<file path="src/rtl/meas_fproc_arb_if.sv">
// Request/response bundle between the measurement units, the arbiter and the shared fproc port.
// master: the arbiter's view; slave: the units/fproc side.
interface meas_fproc_arb_if #(
    parameter int N_REQ          = 8,
    parameter int DATA_WIDTH     = 32,
    parameter int FPROC_ID_WIDTH = 8
);
    logic [N_REQ-1:0]                     req_enable;
    logic [N_REQ-1:0][FPROC_ID_WIDTH-1:0] req_id;
    logic [N_REQ-1:0]                     req_ready;
    logic [DATA_WIDTH-1:0]                req_data;
    logic                                 fproc_enable;
    logic [FPROC_ID_WIDTH-1:0]            fproc_id;
    logic                                 fproc_ready;
    logic [DATA_WIDTH-1:0]                fproc_data;

    modport master (
        input  req_enable, req_id, fproc_ready, fproc_data,
        output req_ready, req_data, fproc_enable, fproc_id
    );

    modport slave (
        output req_enable, req_id, fproc_ready, fproc_data,
        input  req_ready, req_data, fproc_enable, fproc_id
    );
endinterface

</file>
<file path="src/rtl/meas_fproc_arb.sv">
// Round-robin arbiter sharing one fproc port among N_REQ measurement units.
// Optional WAIT timeout enabled by defining FPROC_ARB_TIMEOUT_EN.

// Per-unit request slot: pending bit, captured id, sticky overflow.
module meas_fproc_arb_slot #(
    parameter int ID_W = 8
) (
    input  logic            clk,
    input  logic            reset,
    input  logic            req_en,
    input  logic [ID_W-1:0] req_id,
    input  logic            clr,
    output logic            pending,
    output logic [ID_W-1:0] id_nxt,
    output logic            ovf
);
    logic            pending_d, pending_q;
    logic            ovf_d, ovf_q;
    logic [ID_W-1:0] id_d, id_q;

    // A slot being issued this cycle is already free for a new request.
    always_comb begin
        pending_d = pending_q & ~clr;
        id_d      = id_q;
        ovf_d     = ovf_q;
        if (req_en) begin
            if (pending_d) begin
                ovf_d = 1'b1;
            end else begin
                pending_d = 1'b1;
                id_d      = req_id;
            end
        end
    end

    always_ff @(posedge clk or negedge reset) begin
        if (!reset) begin
            pending_q <= 1'b0;
            id_q      <= '0;
            ovf_q     <= 1'b0;
        end else begin
            pending_q <= pending_d;
            id_q      <= id_d;
            ovf_q     <= ovf_d;
        end
    end

    assign pending = pending_q;
    assign id_nxt  = id_d;
    assign ovf     = ovf_q;
endmodule

module meas_fproc_arb #(
    parameter int N_REQ          = 8,
    parameter int DATA_WIDTH     = 32,
    parameter int FPROC_ID_WIDTH = 8,
    parameter int TIMEOUT_CYCLES = 255
) (
    input  logic                  clk,
    input  logic                  reset,
    meas_fproc_arb_if.master      bus,
    output logic                  busy,
    output logic [N_REQ-1:0]      overflow,
    output logic                  timeout_err
);
    localparam int PTR_W = $clog2(N_REQ);

    if (N_REQ < 2 || TIMEOUT_CYCLES < 1) begin : g_bad_cfg
        $error("meas_fproc_arb: N_REQ must be >= 2 and TIMEOUT_CYCLES >= 1");
    end

    typedef enum logic [1:0] {
        S_IDLE,
        S_ISSUE,
        S_WAIT,
        S_DELIVER
    } state_e;

    state_e                    state_d, state_q;
    logic [PTR_W-1:0]          grant_d, grant_q;
    logic [PTR_W-1:0]          rr_ptr_d, rr_ptr_q;
    logic [FPROC_ID_WIDTH-1:0] fproc_id_d, fproc_id_q;
    logic [DATA_WIDTH-1:0]     req_data_d, req_data_q;

    logic [N_REQ-1:0]                     pending;
    logic [N_REQ-1:0]                     clr;
    logic [N_REQ-1:0]                     cand;
    logic [N_REQ-1:0]                     req_ready_c;
    logic [N_REQ-1:0][FPROC_ID_WIDTH-1:0] slot_id_nxt;
    logic                                 win_found;
    logic [PTR_W-1:0]                     win_idx;

`ifdef FPROC_ARB_TIMEOUT_EN
    localparam int TMO_W = $clog2(TIMEOUT_CYCLES + 1);
    logic [TMO_W-1:0] tmo_cnt_d, tmo_cnt_q;
    logic             timeout_err_d, timeout_err_q;
`endif

    for (genvar g = 0; g < N_REQ; g++) begin : g_slot
        meas_fproc_arb_slot #(.ID_W(FPROC_ID_WIDTH)) u_slot (
            .clk     (clk),
            .reset   (reset),
            .req_en  (bus.req_enable[g]),
            .req_id  (bus.req_id[g]),
            .clr     (clr[g]),
            .pending (pending[g]),
            .id_nxt  (slot_id_nxt[g]),
            .ovf     (overflow[g])
        );
    end

    // Same-cycle requests count too, so an idle arbiter issues on the next cycle.
    assign cand = pending | bus.req_enable;

    always_comb begin
        int idx;
        idx       = 0;
        win_found = 1'b0;
        win_idx   = '0;
        for (int k = 0; k < N_REQ; k++) begin
            idx = int'(rr_ptr_q) + 1 + k;
            if (idx >= N_REQ) idx -= N_REQ;
            if (!win_found && cand[PTR_W'(idx)]) begin
                win_found = 1'b1;
                win_idx   = PTR_W'(idx);
            end
        end
    end

    always_comb begin
        clr         = '0;
        req_ready_c = '0;
        for (int i = 0; i < N_REQ; i++) begin
            clr[i]         = (state_q == S_ISSUE)   && (grant_q == PTR_W'(i));
            req_ready_c[i] = (state_q == S_DELIVER) && (grant_q == PTR_W'(i));
        end
    end

    always_comb begin
        state_d    = state_q;
        grant_d    = grant_q;
        rr_ptr_d   = rr_ptr_q;
        fproc_id_d = fproc_id_q;
        req_data_d = req_data_q;
`ifdef FPROC_ARB_TIMEOUT_EN
        tmo_cnt_d     = tmo_cnt_q;
        timeout_err_d = timeout_err_q;
`endif
        case (state_q)
            S_IDLE: begin
                if (win_found) begin
                    state_d    = S_ISSUE;
                    grant_d    = win_idx;
                    rr_ptr_d   = win_idx;
                    fproc_id_d = slot_id_nxt[win_idx];
                end
            end
            S_ISSUE: begin
                state_d = S_WAIT;
`ifdef FPROC_ARB_TIMEOUT_EN
                tmo_cnt_d = '0;
`endif
            end
            S_WAIT: begin
                if (bus.fproc_ready) begin
                    req_data_d = bus.fproc_data;
                    state_d    = S_DELIVER;
                end
`ifdef FPROC_ARB_TIMEOUT_EN
                else if (tmo_cnt_q == TMO_W'(TIMEOUT_CYCLES - 1)) begin
                    // Give up: the unit still gets a strobe, with zero data.
                    req_data_d    = '0;
                    timeout_err_d = 1'b1;
                    state_d       = S_DELIVER;
                end else begin
                    tmo_cnt_d = tmo_cnt_q + 1'b1;
                end
`endif
            end
            S_DELIVER: state_d = S_IDLE;
            default:   state_d = S_IDLE;
        endcase
    end

    always_ff @(posedge clk or negedge reset) begin
        if (!reset) begin
            state_q    <= S_IDLE;
            grant_q    <= '0;
            rr_ptr_q   <= PTR_W'(N_REQ - 1);
            fproc_id_q <= '0;
            req_data_q <= '0;
        end else begin
            state_q    <= state_d;
            grant_q    <= grant_d;
            rr_ptr_q   <= rr_ptr_d;
            fproc_id_q <= fproc_id_d;
            req_data_q <= req_data_d;
        end
    end

`ifdef FPROC_ARB_TIMEOUT_EN
    always_ff @(posedge clk or negedge reset) begin
        if (!reset) begin
            tmo_cnt_q     <= '0;
            timeout_err_q <= 1'b0;
        end else begin
            tmo_cnt_q     <= tmo_cnt_d;
            timeout_err_q <= timeout_err_d;
        end
    end
    assign timeout_err = timeout_err_q;
`else
    assign timeout_err = 1'b0;
`endif

    assign bus.fproc_enable = (state_q == S_ISSUE);
    assign bus.fproc_id     = fproc_id_q;
    assign bus.req_ready    = req_ready_c;
    assign bus.req_data     = req_data_q;
    assign busy             = (state_q != S_IDLE);
endmodule

</file>
<file path="src/flat_wrapper.sv">
// flat-port wrapper written by rule: the top's interface ports become plain ports
module meas_fproc_arb_flat 
#(
    parameter int N_REQ          = 8,
    parameter int DATA_WIDTH     = 32,
    parameter int FPROC_ID_WIDTH = 8,
    parameter int TIMEOUT_CYCLES = 255
)
  (clk, reset, busy, overflow, timeout_err, bus_req_enable, bus_req_id, bus_fproc_ready, bus_fproc_data, bus_req_ready, bus_req_data, bus_fproc_enable, bus_fproc_id);
  meas_fproc_arb_if #(.N_REQ(N_REQ), .DATA_WIDTH(DATA_WIDTH), .FPROC_ID_WIDTH(FPROC_ID_WIDTH)) bus_i ();
  input  logic clk;
  input  logic reset;
  output logic busy;
  output logic [N_REQ-1:0] overflow;
  output logic timeout_err;
  input wire logic [$bits(bus_i.req_enable)-1:0] bus_req_enable;
  input wire logic [$bits(bus_i.req_id)-1:0] bus_req_id;
  input wire logic [$bits(bus_i.fproc_ready)-1:0] bus_fproc_ready;
  input wire logic [$bits(bus_i.fproc_data)-1:0] bus_fproc_data;
  output wire logic [$bits(bus_i.req_ready)-1:0] bus_req_ready;
  output wire logic [$bits(bus_i.req_data)-1:0] bus_req_data;
  output wire logic [$bits(bus_i.fproc_enable)-1:0] bus_fproc_enable;
  output wire logic [$bits(bus_i.fproc_id)-1:0] bus_fproc_id;
  assign bus_i.req_enable = bus_req_enable;
  assign bus_i.req_id = bus_req_id;
  assign bus_i.fproc_ready = bus_fproc_ready;
  assign bus_i.fproc_data = bus_fproc_data;
  assign bus_req_ready = bus_i.req_ready;
  assign bus_req_data = bus_i.req_data;
  assign bus_fproc_enable = bus_i.fproc_enable;
  assign bus_fproc_id = bus_i.fproc_id;
  meas_fproc_arb #(.N_REQ(N_REQ), .DATA_WIDTH(DATA_WIDTH), .FPROC_ID_WIDTH(FPROC_ID_WIDTH), .TIMEOUT_CYCLES(TIMEOUT_CYCLES)) u_core (.clk(clk), .reset(reset), .bus(bus_i), .busy(busy), .overflow(overflow), .timeout_err(timeout_err));
endmodule
</file>
<file path="config.mk">
export PLATFORM = sky130hd
export DESIGN_NAME = meas_fproc_arb_flat
export DESIGN_NICKNAME = d
export VERILOG_FILES = /design/src/rtl/meas_fproc_arb_if.sv /design/src/rtl/meas_fproc_arb.sv /design/src/flat_wrapper.sv
export SDC_FILE = /design/constraint.sdc
export NUM_CORES = 1
export LEC_CHECK = 0
export ABC_AREA = 1
export CORE_AREA = 2 2 114 116
export DETAILED_ROUTE_END_ITERATION = 16
export DIE_AREA = 0 0 116 118
export PLACE_DENSITY = 0.84
export SETUP_SLACK_MARGIN = 0.02
export SLEW_MARGIN = 20
export SYNTH_ARGS = -nofsm -noshare
export SYNTH_HDL_FRONTEND = slang
export SYNTH_SLANG_ARGS = --single-unit
</file>
<file path="constraint.sdc">
create_clock -name clk -period 7.8 [get_ports clk]
set_input_delay 1.17 -clock clk [delete_from_list [all_inputs] [get_ports clk]]
set_output_delay 1.17 -clock clk [all_outputs]
set_load 0.1 [all_outputs]
</file>
==> results of run 1 <==
## layout make-up
| type | instances | area share (%) |
|---|---|---|
| well taps | 172 | 2.48 |
| clock inverters | 10 | 1.57 |
| flip-flops and latches | 128 | 36.9 |
| clock buffers | 21 | 5.18 |
| multi-input cells | 468 | 33.5 |
| inverters | 33 | 1.43 |
| repair buffers | 165 | 19.0 |
## logic make-up after synthesis
| kind of cell | Yosys count |
|---|---|
| buf+inv | 60 |
| simple gates | 334 |
| compound gates | 30 |
| fa+ha+maj | 7 |
| mux | 96 |
| other cells | 1 |
| flops | 128 |
## state kept, by name (all words and copies together) (netlist names)
register,cells
u_core.grant_q,3
u_core.bus.fproc_id,8
u_core.g_slot.u_slot.id_q,64
u_core.state_q,2
u_core.bus.req_data,32
u_core.g_slot.u_slot.ovf,8
u_core.rr_ptr_q,3
u_core.g_slot.u_slot.pending,8
## per-stage QoR
stage	area, um2	instances	setup slack, ns
6_report	8690	997	3.58
5_1_grt	8690	997	3.25
4_1_cts	8690	997	3.68
3_5_place_dp	8100	966	3.66
3_3_place_gp	8100	966	3.67
2_1_floorplan	6440	656	4.75
## worst register-to-register path, delay by kind of cell, from the launching register on
kind | cells | cell delay [ns]
AND/OR/NAND/NOR | 13 | 1.96
buffers and inverters | 3 | 0.85
adder cells (fa/ha/maj) | 1 | 0.58
flip-flops | 1 | 0.71
## final timing paths
path                                             start  cells after the start  slack (ns)                         endpoint
max in group asynchronous                        reset                      2        5.63  u_core.g_slot[3].u_slot.id_q[5]
min                        u_core.g_slot[0].u_slot.ovf                      1        0.46      u_core.g_slot[0].u_slot.ovf
min reg2reg                u_core.g_slot[0].u_slot.ovf                      1        0.46      u_core.g_slot[0].u_slot.ovf
min in group asynchronous                        reset                      1        0.79          u_core.bus.req_data[26]
max reg2reg                         u_core.rr_ptr_q[0]                     17        3.58           u_core.bus.fproc_id[0]
max                                 u_core.rr_ptr_q[0]                     17        3.58           u_core.bus.fproc_id[0]
## layout by cell type, fill, tap and decap left out, drive strengths merged
master / synthesis / routed
a21boi: 1 / 1
a21o: 1 / 1
a21oi: 3 / 3
buf: 27 / 2
bufinv: 0 / 3
clkbuf: 0 / 21
clkdlybuf4s50: 0 / 163
clkinv: 2 / 5
clkinvlp: 0 / 3
conb: 1 / 1
dfrtp: 125 / 125
dfstp: 3 / 3
ha: 7 / 7
inv: 31 / 32
mux2: 96 / 96
nand2: 175 / 175
nand3: 124 / 124
nand3b: 1 / 1
nand4: 4 / 4
nor2: 28 / 28
nor3: 1 / 1
o21ai: 18 / 18
o21bai: 7 / 7
or2: 1 / 1
## routing by layer
| metal | vias up | GRT usage, % | part of all wire, % |
|---|---|---|---|
| li1 | 2518 | - | - |
| met1 | 2745 | 35.8 | 41 |
| met2 | 251 | 45.7 | 50 |
| met3 | 51 | 6.75 | 5.7 |
| met4 | 0 | 12.1 | 3.8 |
| met5 | - | 0 | 0 |
==> impl_metrics.json, run 1 <==
{
  "ys_seq_area_share_pct": 49.8,
  "yosysTopAreaCellShare_pct": 48.5,
  "cts-root-buf": "clkbuf_16",
  "synth_area_leader_cell": "dfrtp_1",
  "critPathBufInv": 3,
  "crit_fanout": 17,
  "drive_gt1_share_pct": 19.2,
  "ys_top_cells_by_count": "166 x nand2_1, 125 x dfrtp_1, 121 x nand3_1",
  "synth-xor-area-share_pct": 0,
  "die_y_um": 118,
  "cts.clk_slew.worst_paths_ns": 0.05,
  "io_buffers": 164,
  "gr-total-overflow": 0,
  "drc": 0,
  "worstSetupPathType": "reg2reg",
  "ant_nets": 0,
  "whs_ns": 0.457,
  "yosysMostFrequentCell": "nand2_1",
  "fin_nets": 927,
  "cts.sinks": 128,
  "crit_required_ns": 8.10,
  "diodes": 0,
  "dr.pass1.iters": 5,
  "synth_flop_cell": "dfrtp_1",
  "synth_seq_cells": 128,
  "yosys_warnings": 0,
  "initial_core_util_pct": 51.9,
  "cts_resized": 0,
  "synth_async_sr_flop_share_pct": 100,
  "cts_tree": "yes",
  "die_area_um2": 13700,
  "routed_via_density": 5.58,
  "cp_cell_sequence": "inv_2 -> ha_1 -> inv_2 -> nand2_1 -> nand2_1 -> nand2_1 -> nand3_1 -> nand2_1 -> nor2_4 -> nand2_2 -> nor2_4 -> nand2_1 -> nor2_1 -> nor2_2 -> clkinv_1 -> nand2_1 -> nand2_1",
  "hold_class": "reg2reg",
  "cp-end-kind": "flop",
  "gp_routability_congestion": 0.904,
  "seq_area_um2": 3210,
  "synth_cell_types": 32,
  "fillCellCount": 931,
  "grt_antenna_before_repair": 0,
  "syn_avg_cell_area_um2": 9.82,
  "vias": 5565,
  "rsz0062_at_grt": "no",
  "clk_latency_ns": 0.43,
  "numCtsBuffers": 17,
  "synth_area_um2": 6440,
  "max_stage_delay_ns": 0.71,
  "synthCells": 656,
  "place_hpwl_um": 13700,
  "multi_input_area_um2": 2910,
  "syn-num-nets": 770,
  "maxCapViolations": 0,
  "wl_per_cell_um": 18.5,
  "synth_compound_area_share_pct": 2.97,
  "fmax_mhz": 237,
  "rows": 41,
  "grt_pass1_wl_um": 29500,
  "core_um2": 12400,
  "worst_pin_slew_ns": 1.02,
  "cts_setup_buffers": 0,
  "relSlewSlack_pct": 31.8,
  "period_share_pct": 54.1,
  "first_global_vias": 5597,
  "syn_to_final_growth_pct": 34.8,
  "crit_family": "simple AND/OR/NAND/NOR gates",
  "cts_hold_buf": 0,
  "cpMostUsedCell": "nand2_1",
  "cts.htree.levels": 4,
  "skew_ns": 0.00840,
  "status": "complete, no violations",
  "drt_iter0_drc": 421,
  "start_kind": "flop",
  "clk_path_buf_depth": 2,
  "finalCriticalPeriod_ns": 4.22,
  "synth_area_leaders": "dfrtp_1 49%, mux2_2 17%, nand2_1 9.7%",
  "hold_violations": 0,
  "synth_top_family_by_area": "simple AND/OR/NAND/NOR gates",
  "routed_wl_um": 18500,
  "synthSimpleGateAreaFrac_pct": 23.9,
  "setup_tns_ns": 0,
  "io_pins": 166,
  "synth-adder-area-share_pct": 1.36,
  "synth_edf_count": 0,
  "cp.arrival_ns": 4.52,
  "grt_max_degree": 74,
  "track_usage_pct": 28.2,
  "setup_violations": 0,
  "slew_viol_final": 0,
  "fp.dieW_um": 116,
  "final_util_pct": 70.0,
  "synthMuxAreaShare_pct": 16.8,
  "cp_slowest_cell": "dfstp_2"
}
Power of run 1 is left out: the tool's default activity adds up to more than one toggle a clock period on the data nets, which glitch-free logic cannot reach.
==> run 2, diff against run 1 <==
CORE_AREA = 2 2 118 120   (was 2 2 114 116)
DIE_AREA = 0 0 120 122   (was 0 0 116 118)
PLACE_DENSITY = 0.79   (was 0.84)
clock period = 3.9 ns   (was 7.8 ns; I/O delays follow)
==> run 2 against run 1 <==
Net effect:
- first-iteration DRC count shrank 8.3%
- sequential share of layout area shrank 0.96 points
- utilization shrank 3.9 points
- final cell count grew 1.8%
- worst setup slack lost 3.1 ns
- register-to-register slack lost 3.1 ns
- non-clock buffer count grew 9
- count of clock-buffer cells in the layout shrank 3
- via count shrank 2.1%
==> impl_metrics.json, run 2 (synthesis gave the netlist of run 1 again) <==
{
  "seq_area_um2": 3210,
  "io_pins": 166,
  "max_stage_delay_ns": 0.54,
  "start_kind": "flop",
  "die_y_um": 122,
  "dr.pass1.iters": 5,
  "cp-end-kind": "flop",
  "rr_worst_depth": 22,
  "fp.dieW_um": 120,
  "die_area_um2": 14600,
  "syn_to_final_growth_pct": 38.4,
  "layout_setup_ws_ns": 0.441,
  "final_util_pct": 66.1,
  "worst_pin_slew_ns": 1.03,
  "drc": 0,
  "track_usage_pct": 25.3,
  "regMostFlops": "u_core.g_slot.u_slot.id_q",
  "cts_tree": "yes",
  "slew_viol_final": 0,
  "routed_via_density": 5.37,
  "worstSetupPathType": "reg2reg",
  "skew_ns": 0.00853,
  "setup_tns_ns": 0,
  "fmax_mhz": 289,
  "cp.arrival_ns": 3.81,
  "fin_nets": 936,
  "crit_required_ns": 4.25,
  "cts.sinks": 128,
  "period_share_pct": 88.7,
  "routed_wl_um": 17800,
  "diodes": 0,
  "cts.htree.levels": 4,
  "grt_max_degree": 73,
  "rsz0062_at_grt": "no",
  "core_um2": 13500,
  "gr-total-overflow": 0,
  "ant_nets": 0,
  "final_cell_mix": "166 x nand2_1, 163 x clkdlybuf4s50_1, 125 x dfrtp_1",
  "first_global_vias": 5604,
  "cpMostUsedCell": "nand2_1",
  "hold_violations": 0,
  "wl_per_cell_um": 17.5,
  "rows": 43,
  "drive_gt1_share_pct": 20.5,
  "cts-root-buf": "clkbuf_16",
  "setup_violations": 0,
  "vias": 5448,
  "drt_iter0_drc": 386,
  "clk_latency_ns": 0.42,
  "whs_ns": 0.306,
  "initial_core_util_pct": 47.7,
  "gp_routability_congestion": 0.978,
  "clk_path_buf_depth": 2,
  "io_buffers": 164,
  "cp_cell_sequence": "inv_2 -> ha_4 -> inv_2 -> nand2_1 -> nand2_1 -> nand2_1 -> nand2_1 -> nand2_1 -> nand2_2 -> nand3_4 -> nor2_4 -> nand2_2 -> nor2_4 -> nand2_2 -> nand3_4 -> buf_4 -> nand3_1 -> nand3_1 -> nand3_1 -> nand2_1 -> nand2_1 -> nand2_1",
  "grt_antenna_before_repair": 0,
  "crit_family": "simple AND/OR/NAND/NOR gates",
  "layout_commonest_cell": "nand2_1",
  "multi_input_area_um2": 2930,
  "timing.rr.end": "u_core.bus.fproc_id[0]",
  "grt_pass1_wl_um": 28600,
  "cts.clk_slew.worst_paths_ns": 0.06,
  "numCtsBuffers": 17,
  "finalCriticalPeriod_ns": 3.46,
  "relSlewSlack_pct": 31.1,
  "maxCapViolations": 0,
  "cp_slowest_cell": "dfstp_2",
  "critPathBufInv": 3,
  "reg2reg_slack_ns": 0.44,
  "largest_reg_flops": 64,
  "fillCellCount": 1067,
  "status": "complete, no violations",
  "hold_class": "in2async",
  "crit_fanout": 18,
  "r2r_start": "u_core.rr_ptr_q[0]",
  "dp_slack_ns": 0.297,
  "place_hpwl_um": 13200
}
run 2: cell types whose count changed in the layout (fill, tap and decap cells not counted), sizes merged:
cell | before | now
buf | 2 | 11
bufinv | 3 | 8
clkbuf | 21 | 18
clkinvlp | 3 | 2
run 2: through the flow:
stage               area (um2)  std cells
global placement          8150        980
floorplan                 6440        656
global route              8920       1015
finish                    8920       1015
detailed placement        8150        980
CTS                       8880       1012
run 2: worst max path at each step:
| stage | start | end | slack (ns) | cells after the start |
|---|---|---|---|---|
| 6_report | u_core.rr_ptr_q[0] | u_core.bus.fproc_id[0] | 0.44 | 22 |
| 5_1_grt | u_core.rr_ptr_q[0] | u_core.bus.fproc_id[0] | 0.13 | 18 |
| 4_1_cts | u_core.rr_ptr_q[0] | u_core.bus.fproc_id[4] | 0.28 | 18 |
| 3_5_place_dp | u_core.rr_ptr_q[0] | u_core.bus.fproc_id[0] | 0.30 | 19 |
| 3_3_place_gp | u_core.rr_ptr_q[0] | u_core.bus.fproc_id[4] | 0.38 | 20 |
| 2_1_floorplan | u_core.rr_ptr_q[0] | u_core.bus.fproc_id[6] | 1.02 | 21 |
run 2: worst reg2reg max path, delay by kind of cell (launching register included):
family / cells / cell delay [ns]
simple gates: 18 / 1.95
buf+inv: 3 / 0.58
fa+ha+maj: 1 / 0.32
flops: 1 / 0.54
run 2: cell type report:
class                   count  area share (%)
clock buffers              18            4.92
clock inverters            14            3.17
inverters                  33            1.39
multi-input cells         468            32.8
flip-flops and latches    128            36.0
well taps                 180            2.52
repair buffers            174            19.2
run 2: layer usage:
layer	global-route usage (%)	share of wire (%)
met4	9.56	2.3
met3	6.13	5.9
met2	43.5	51
met5	0	0
met1	30.8	40
run 2: what timing repair did:
action,CTS,global route
gates resized for setup,0,3
hold buffers,0,0
setup endpoints to repair,0,9
setup buffers,0,3
Power of run 2 is left out for the same reason.
